==> src/rtl/keypad_scanner.sv <==
// keypad_scanner: 3x3 key matrix scanner with integrated scan-rate divider,
// 2-flop row synchroniser, lowest-index priority and frame-based debounce.
// Optional 7-segment digit output enabled by defining KEYPAD_HEX_DISPLAY_EN.
module keypad_scanner #(
   parameter int unsigned SCAN_DIV       = 50000,
   parameter int unsigned DEBOUNCE_SCANS = 4
) (
   input  logic       clk,
   input  logic       reset,
   input  logic [2:0] row,
   output logic [2:0] column,
   output logic [3:0] key,
   output logic       valid_key,
   output logic       key_down
`ifdef KEYPAD_HEX_DISPLAY_EN
   ,
   output logic [6:0] hex
`endif
);

   localparam int unsigned      CNT_W      = $clog2(SCAN_DIV);
   localparam logic [CNT_W-1:0] CNT_LAST   = CNT_W'(SCAN_DIV - 1);
   localparam logic [3:0]       KEY_NONE   = 4'hF;
   localparam logic [3:0]       DEB_TARGET = 4'(DEBOUNCE_SCANS);

   logic [2:0]       row_meta;
   logic [2:0]       row_sync;
   logic [CNT_W-1:0] div_cnt;
   logic [1:0]       col_idx;
   logic [1:0]       col_idx_next;
   logic             tick;
   logic             frame_end;
   logic [8:0]       frame;
   logic [8:0]       frame_next;
   logic [3:0]       cand;
   logic [3:0]       prev_cand;
   logic [3:0]       deb_cnt;
   logic             frame_done;
   logic [3:0]       stable;
   logic             accept;

   assign tick         = (div_cnt == CNT_LAST);
   assign frame_end    = tick && (col_idx == 2'd2);
   assign col_idx_next = (col_idx == 2'd2) ? 2'd0 : col_idx + 2'd1;

   // Two-flop synchroniser on the asynchronous row lines (idle = pulled up)
   always_ff @(posedge clk) begin
      if (reset) begin
         row_meta <= '1;
         row_sync <= '1;
      end else begin
         row_meta <= row;
         row_sync <= row_meta;
      end
   end

   // Scan divider and active-low one-hot column drive
   always_ff @(posedge clk) begin
      if (reset) begin
         div_cnt <= '0;
         col_idx <= 2'd0;
         column  <= 3'b110;
      end else if (tick) begin
         div_cnt <= '0;
         col_idx <= col_idx_next;
         column  <= ~(3'b001 << col_idx_next);
      end else begin
         div_cnt <= div_cnt + CNT_W'(1);
      end
   end

   // Merge the driven column's sample into the frame and pick the lowest pressed index
   always_comb begin
      frame_next = frame;
      if (tick) begin
         for (int unsigned r = 0; r < 3; r++) begin
            if (!row_sync[r]) frame_next[4'(r * 3) + 4'(col_idx)] = 1'b1;
         end
      end
      cand = KEY_NONE;
      for (int unsigned i = 0; i < 9; i++) begin
         if (frame_next[i] && (cand == KEY_NONE)) cand = 4'(i);
      end
   end

   // Frame accumulator, cleared once the last column has been folded in
   always_ff @(posedge clk) begin
      if (reset)          frame <= '0;
      else if (frame_end) frame <= '0;
      else                frame <= frame_next;
   end

   // Per-frame debounce: count consecutive identical candidates, saturating
   always_ff @(posedge clk) begin
      if (reset) begin
         prev_cand  <= KEY_NONE;
         deb_cnt    <= '0;
         frame_done <= 1'b0;
      end else begin
         frame_done <= frame_end;
         if (frame_end) begin
            prev_cand <= cand;
            if (cand == prev_cand)
               deb_cnt <= (deb_cnt >= DEB_TARGET) ? DEB_TARGET : deb_cnt + 4'd1;
            else
               deb_cnt <= 4'd1;
         end
      end
   end

   // Candidate is committed the cycle after its frame completes
   assign accept = frame_done && (deb_cnt == DEB_TARGET) && (prev_cand != stable);

   // Stable state and registered outputs; key holds its last value on release
   always_ff @(posedge clk) begin
      if (reset) begin
         stable    <= KEY_NONE;
         key       <= KEY_NONE;
         valid_key <= 1'b0;
         key_down  <= 1'b0;
      end else begin
         key_down <= 1'b0;
         if (accept) begin
            stable <= prev_cand;
            if (prev_cand != KEY_NONE) begin
               key       <= prev_cand;
               valid_key <= 1'b1;
               key_down  <= 1'b1;
            end else begin
               valid_key <= 1'b0;
            end
         end
      end
   end

`ifdef KEYPAD_HEX_DISPLAY_EN
   // Active-low 7-segment digit of the held key, blank when no key is valid
   always_ff @(posedge clk) begin
      if (reset) begin
         hex <= '1;
      end else if (valid_key) begin
         case (key)
            4'd0:    hex <= 7'b1000000;
            4'd1:    hex <= 7'b1111001;
            4'd2:    hex <= 7'b0100100;
            4'd3:    hex <= 7'b0110000;
            4'd4:    hex <= 7'b0011001;
            4'd5:    hex <= 7'b0010010;
            4'd6:    hex <= 7'b0000010;
            4'd7:    hex <= 7'b1111000;
            4'd8:    hex <= 7'b0000000;
            default: hex <= '1;
         endcase
      end else begin
         hex <= '1;
      end
   end
`endif

endmodule

==> config.mk <==
export PLATFORM = sky130hd
export DESIGN_NAME = keypad_scanner
export DESIGN_NICKNAME = d
export VERILOG_FILES = /design/src/rtl/keypad_scanner.sv
export SDC_FILE = /design/constraint.sdc
export NUM_CORES = 1
export LEC_CHECK = 0
export CORE_MARGIN = 8
export CORE_UTILIZATION = 45
export CTS_BUF_LIST = sky130_fd_sc_hd__clkbuf_8
export CTS_CLUSTER_DIAMETER = 200
export DETAILED_ROUTE_END_ITERATION = 6
export PLACE_DENSITY = 0.71
export SYNTH_ARGS = -nofsm -noshare
export SYNTH_HDL_FRONTEND = slang
export SYNTH_SLANG_ARGS = --single-unit
export TNS_END_PERCENT = 1
==> constraint.sdc <==
create_clock -name clk -period 5.2 [get_ports clk]
set_clock_uncertainty 0.15 [all_clocks]
set_input_delay 1.04 -clock clk [delete_from_list [all_inputs] [get_ports clk]]
set_output_delay 1.04 -clock clk [all_outputs]
set_load 0.005 [all_outputs]
==> results.cfg, run 1 <==
[sta]
worst_pin_slew_ps = 1130
hold_viol = 0
rsz0062_at_grt = no
max_slew_margin = 0.2413
fmax_mhz = 306.5
layout_setup_ws_ps = 1938
finalWorstPathRequiredPeriod_ps = 3263
maxSlewViolCount = 0
timing.final.crit_share = 0.6274
report.final.setup_viol = 0
final.setup.tns_ps = 0

[yosys]
yosysWarnings = 0
synth_cell_type_count = 47
synth.avg_cell_area_um2 = 8.767
synth_edf_count = 0
syn_inst = 295
ys.flop_type = dfxtp_1
syn_area_mm2 = 0.002586
ys_seq_area_frac = 0.4257
synth_seq_cells = 55
async_flop_share = 0
syn_nets = 310

[detailed_routing]
remaining_drc_errors = 0
ant_nets = 0
wl_um = 5016
num_vias = 2037
via_per_inst = 5.375
routedWlPerCell_um = 13.23
drt_iter0_drc = 134
drt_first_pass_iters = 4

[worst_setup_path]
critPathKind = flip-flop to flip-flop
startpoint_type = flip-flop
arrival_ps = 3310
cp_data_required_time_ps = 5250
path_max_fanout = 24
crit_start = div_cnt[6]
worstSetupEndpointType = flip-flop
r2r-start = div_cnt[6]

[die]
die_y_um = 91.81
initial_core_util = 0.4668
dieArea_mm2 = 0.008429
io_pins = 14
dieWidth_um = 91.81
core_mm2 = 0.005540
rows = 27

[global_routing]
grt_pass1_wl_um = 9094
grt_max_degree = 35
gr-total-overflow = 0
grt_pass1_vias = 2043
grt_usage = 0.1280
antenna_found_initial = 0

[clock_tree]
htree_levels = 2
ctsResizeCount = 0
cts_tree = yes
ctsLongestPathBuffers = 2
cts_buffers = 5
cts_sinks = 55
post_cts_buffers = 0
root_buffer = clkbuf_8
clock_latency_ps = 310
clkSlewWorstSetupHoldPaths_ps = 100
hold_buffers = 0

[hold_path]
hp-start = row_meta[0]
hp-class = flip-flop to flip-flop

[finish]
antenna_cells = 0
most-common-layout-cells = 55 x dfxtp_1, 49 x nor2_1, 17 x a21oi_1, 16 x inv_1, 15 x nand2_1
nNetsFinal = 321
final_util = 0.5210
postLayoutCellArea_mm2 = 0.002887
final_layout_size_suffix_gt1_frac = 0.08795
area_growth_pct = 11.61
final_common_cell = dfxtp_1

[status]
run_status = completed

[pwr]
p_comb_frac = 0.025
swShare = 0.2041
clockPowerShare = 0.397
p_int_uw = 589.4
pwr-share-seq = 0.578
powerDensity_mw_per_mm2 = 256.6
peakVddDrop_mv = 0.1299
p_leak_nw = 1.118
p_sw_uw = 151.1

[placed_design]
gp_congestion = 0.8266
io_buffers = 13
post_dp_cell_area_mm2 = 0.002769
dpl.hpwl_um = 3579
pre_cts_ws_ps = 1931

[flow_run]
cap_violations = 0
[power groups by stage]
stage | combinational [mW] | clock, mW | sequential (mW)
floorplan | 0.0131 | 0 | 0.437
global placement | 0.0184 | 0 | 0.438
detailed placement | 0.0188 | 0 | 0.438
CTS | 0.0188 | 0.302 | 0.428
global route | 0.0210 | 0.317 | 0.429
finish | 0.0184 | 0.294 | 0.428
[cell families after synthesis]
kind of cell | count (synthesis) | synth area share
fa+ha+maj | 10 | 0.04838
flops | 55 | 0.4257
simple gates | 118 | 0.2400
buf+inv | 26 | 0.04064
xor+xnor | 17 | 0.05757
mux | 1 | 0.003870
compound gates | 68 | 0.1838
[cell type report]
| cell class | count | area, um2 |
|---|---|---|
| repair buffers | 14 | 137.6 |
| multi-input cells | 214 | 1380 |
| flip-flops and latches | 55 | 1101 |
| fillers | 523 | 2654 |
| inverters | 16 | 60.06 |
| clock buffers | 6 | 82.58 |
| clock inverters | 2 | 35.03 |
| well taps | 72 | 90.09 |
[metrics by stage]
stage / instances / power, mW / hold slack, ps
2_1_floorplan: 295 / 0.4502 / 239.5
3_3_place_gp: 371 / 0.4563 / 240.8
3_5_place_dp: 371 / 0.4567 / 246.9
4_1_cts: 379 / 0.7492 / 268.5
5_1_grt: 379 / 0.7670 / 285.9
6_report: 379 / 0.7406 / 262.0
[metal layers]
metal  vias to the layer above  share of wire  track usage
li1                       1058              -            -
met1                       941           0.50       0.1583
met2                        30           0.45       0.2041
met3                         8          0.034      0.03260
met4                         0          0.020      0.06040
met5                         -              0            0
[worst paths after layout]
kind	endpoint	slack, ps	depth (start not counted)
worst max-delay path	deb_cnt[1]	1940	7
worst min-delay path	row_sync[0]	260	1
worst max register to register	deb_cnt[1]	1940	7
worst min register to register	row_sync[0]	260	1
[synthesized netlist by cell type, types with 2 or more instances]
cell type	instances	area, um2
nand2b_1	6	37.54
inv_1	16	60.06
a41o_1	2	20.02
o2111ai_1	4	35.03
nor3_1	9	45.04
o21ai_0	11	55.05
or4_1	2	15.01
nand4_1	4	25.02
nor2_1	49	183.9
or4b_4	2	27.53
ha_1	10	125.1
clkbuf_1	9	33.78
o21ai_1	3	15.01
nand4b_1	2	17.52
o32ai_1	3	26.28
and2_1	3	18.77
a211o_1	10	87.58
o31a_1	2	17.52
nand2_1	15	56.30
or2_2	8	50.05
or3_1	2	12.51
nand3_1	5	25.02
xor2_1	6	52.55
xnor2_1	11	96.34
nand3b_1	3	22.52
a211oi_1	2	15.01
and3_1	3	18.77
dfxtp_1	55	1101
o22ai_1	4	25.02
a21oi_1	17	85.08
[sequential cells by signal, indices dropped and copies added (netlist names)]
name        count
row_sync        3
column          3
key             4
prev_cand       4
col_idx         2
deb_cnt         4
frame_done      1
frame           9
div_cnt        16
key_down        1
valid_key       1
row_meta        3
stable          4
[critical path, stage by stage (launching register included)]
cell,delay [ps]
dfxtp_1,420
or4b_4,530
nor4_4,1000
a21oi_1,220
o31ai_2,310
a211oi_2,130
xnor2_1,270
o21ai_1,120
(Power assumes the default switching activity.)
==> inputs of run 2 (changes only) <==
- PLACE_DENSITY: 0.71 -> 0.73
- clock period: 5.2 -> 2.9 ns (I/O delays scaled with it)
==> run 2 against run 1 <==
  * Total power increased by 79%
  * Die area unchanged
  * Register-to-register slack got worse by 1800 ps
  * Core utilization increased by 1.3 points
  * Combinational power increased by 87%
  * Sequential share of layout area decreased by 0.95 points
  * Clock power increased by 78%
  * Sequential cell count unchanged
  * Worst setup slack got worse by 1800 ps
  * Largest power group unchanged
  * Highest routed layer unchanged
==> results.cfg, run 2 (synthesis gave the netlist of run 1 again) <==
[finish]
final_common_cell = dfxtp_1
fin_cells = 387
fillers = 531
seq_area_mm2 = 0.001101
largest_register_ffs = 16
final_layout_size_suffix_gt1_frac = 0.1143
antenna_cells = 0
multi_input_area_mm2 = 0.001384
area_growth_pct = 14.47
reg_top3 = div_cnt (16), frame (9)
nNetsFinal = 329
postLayoutCellArea_mm2 = 0.002960
most-common-layout-cells = 55 x dfxtp_1, 49 x nor2_1, 16 x inv_1, 16 x a21oi_1, 15 x nand2_1
top_register = div_cnt

[pwr]
powerDensity_mw_per_mm2 = 448.3
p_leak_nw = 1.155
peakVddDrop_mv = 0.2082

[sta]
hold_viol = 0
worst_pin_slew_ps = 432.2
rsz0062_at_grt = no
fmax_mhz = 362.9
finalWorstPathRequiredPeriod_ps = 2755
max_slew_margin = 0.7096
maxSlewViolCount = 0
final.setup.tns_ps = 0
timing.final.crit_share = 0.9501
layout_setup_ws_ps = 144.6
report.final.setup_viol = 0

[placed_design]
dpl.hpwl_um = 3839
io_buffers = 13
pre_cts_ws_ps = 150.3
post_dp_cell_area_mm2 = 0.002841
dp_cells = 379
gp_congestion = 0.9086

[worst_setup_path]
arrival_ps = 2810
cp_data_required_time_ps = 2960
startpoint_type = flip-flop
rr_worst_depth = 8
r2r-start = div_cnt[4]
r2r_end = deb_cnt[0]
crit_start = div_cnt[4]
path_max_fanout = 23
rrSetupSlack_ps = 140
critPathKind = flip-flop to flip-flop
worstSetupEndpointType = flip-flop

[clock_tree]
clock_latency_ps = 320
cts_buffers = 5
ctsResizeCount = 0
post_cts_buffers = 0
clkSlewWorstSetupHoldPaths_ps = 110
cts_tree = yes
ctsLongestPathBuffers = 2
root_buffer = clkbuf_8
htree_levels = 2
hold_buffers = 0
cts_sinks = 55

[detailed_routing]
routedWlPerCell_um = 13.50
drt_first_pass_iters = 4
remaining_drc_errors = 0
num_vias = 2122
via_per_inst = 5.483
ant_nets = 0
drt_iter0_drc = 89
wl_um = 5226

[global_routing]
antenna_found_initial = 0
gr-total-overflow = 0
grt_pass1_vias = 2122
grt_usage = 0.1297
grt_max_degree = 24
grt_pass1_wl_um = 9163

[die]
io_pins = 14
dieWidth_um = 91.81
dieArea_mm2 = 0.008429
initial_core_util = 0.4668
rows = 27
core_mm2 = 0.005540
die_y_um = 91.81

[hold_path]
hp-start = row_meta[2]
hp-class = flip-flop to flip-flop
min_to = row_sync[2]
whs_path_depth = 1

[status]
run_status = completed

[flow_run]
cap_violations = 0
==> run 2: per-stage QoR <==
stage          hold slack, ps  total power, mW  utilization
2_1_floorplan           239.5           0.8073            -
3_3_place_gp            240.8           0.8200       0.5129
3_5_place_dp            244.5           0.8210       0.5129
4_1_cts                 254.8            1.343       0.5337
5_1_grt                 273.4            1.375       0.5343
6_report                243.6            1.327       0.5343
==> run 2: how the worst max path moves through the flow <==
| stage | to | slack [ps] | cells after the start |
|---|---|---|---|
| after global placement | deb_cnt[1] | 220 | 8 |
| final | deb_cnt[0] | 140 | 8 |
| after floorplan | deb_cnt[0] | 240 | 9 |
| after global routing | deb_cnt[0] | 8 | 8 |
| after CTS | deb_cnt[0] | 130 | 9 |
| after detailed placement | deb_cnt[0] | 150 | 9 |
==> run 2: cell type report <==
| class | instances | area share |
|---|---|---|
| clock inverter | 3 | 0.01564 |
| timing repair buffer | 22 | 0.07101 |
| clock buffer | 5 | 0.02325 |
| multi-input combinational | 214 | 0.4675 |
| sequential | 55 | 0.3719 |
| tap | 72 | 0.03043 |
| inverter | 16 | 0.02029 |
==> run 2: where the power goes <==
group / switching (mW) / internal, mW / leakage [nW]
logic: 0.0184 / 0.0161 / 0.655
registers: 0.00689 / 0.762 / 0.446
clock network: 0.263 / 0.261 / 0.0548
==> run 2: layer usage <==
layer | wire length, um | global-route usage | vias to the layer above
li1 | - | - | 1079
met1 | 2441 | 0.1388 | 996
met2 | 2490 | 0.2305 | 37
met3 | 179 | 0.03341 | 10
met4 | 114 | 0.06711 | 0
met5 | 0 | 0 | -
==> run 2: worst max-delay path, stage by stage (launching register included) <==
cell      delay [ps]
dfxtp_1          360
or4b_4           600
nor4_4           370
buf_12           200
o31a_1           250
nor4b_2           80
a211oi_2         280
xnor2_1          160
o21a_1           200
==> inputs of run 3 (changes only) <==
- CAP_MARGIN: unset -> 20
- HOLD_SLACK_MARGIN: unset -> 0.1
==> results of run 3 <==
The final DEF is identical to that of run 2; final timing and power are the same.
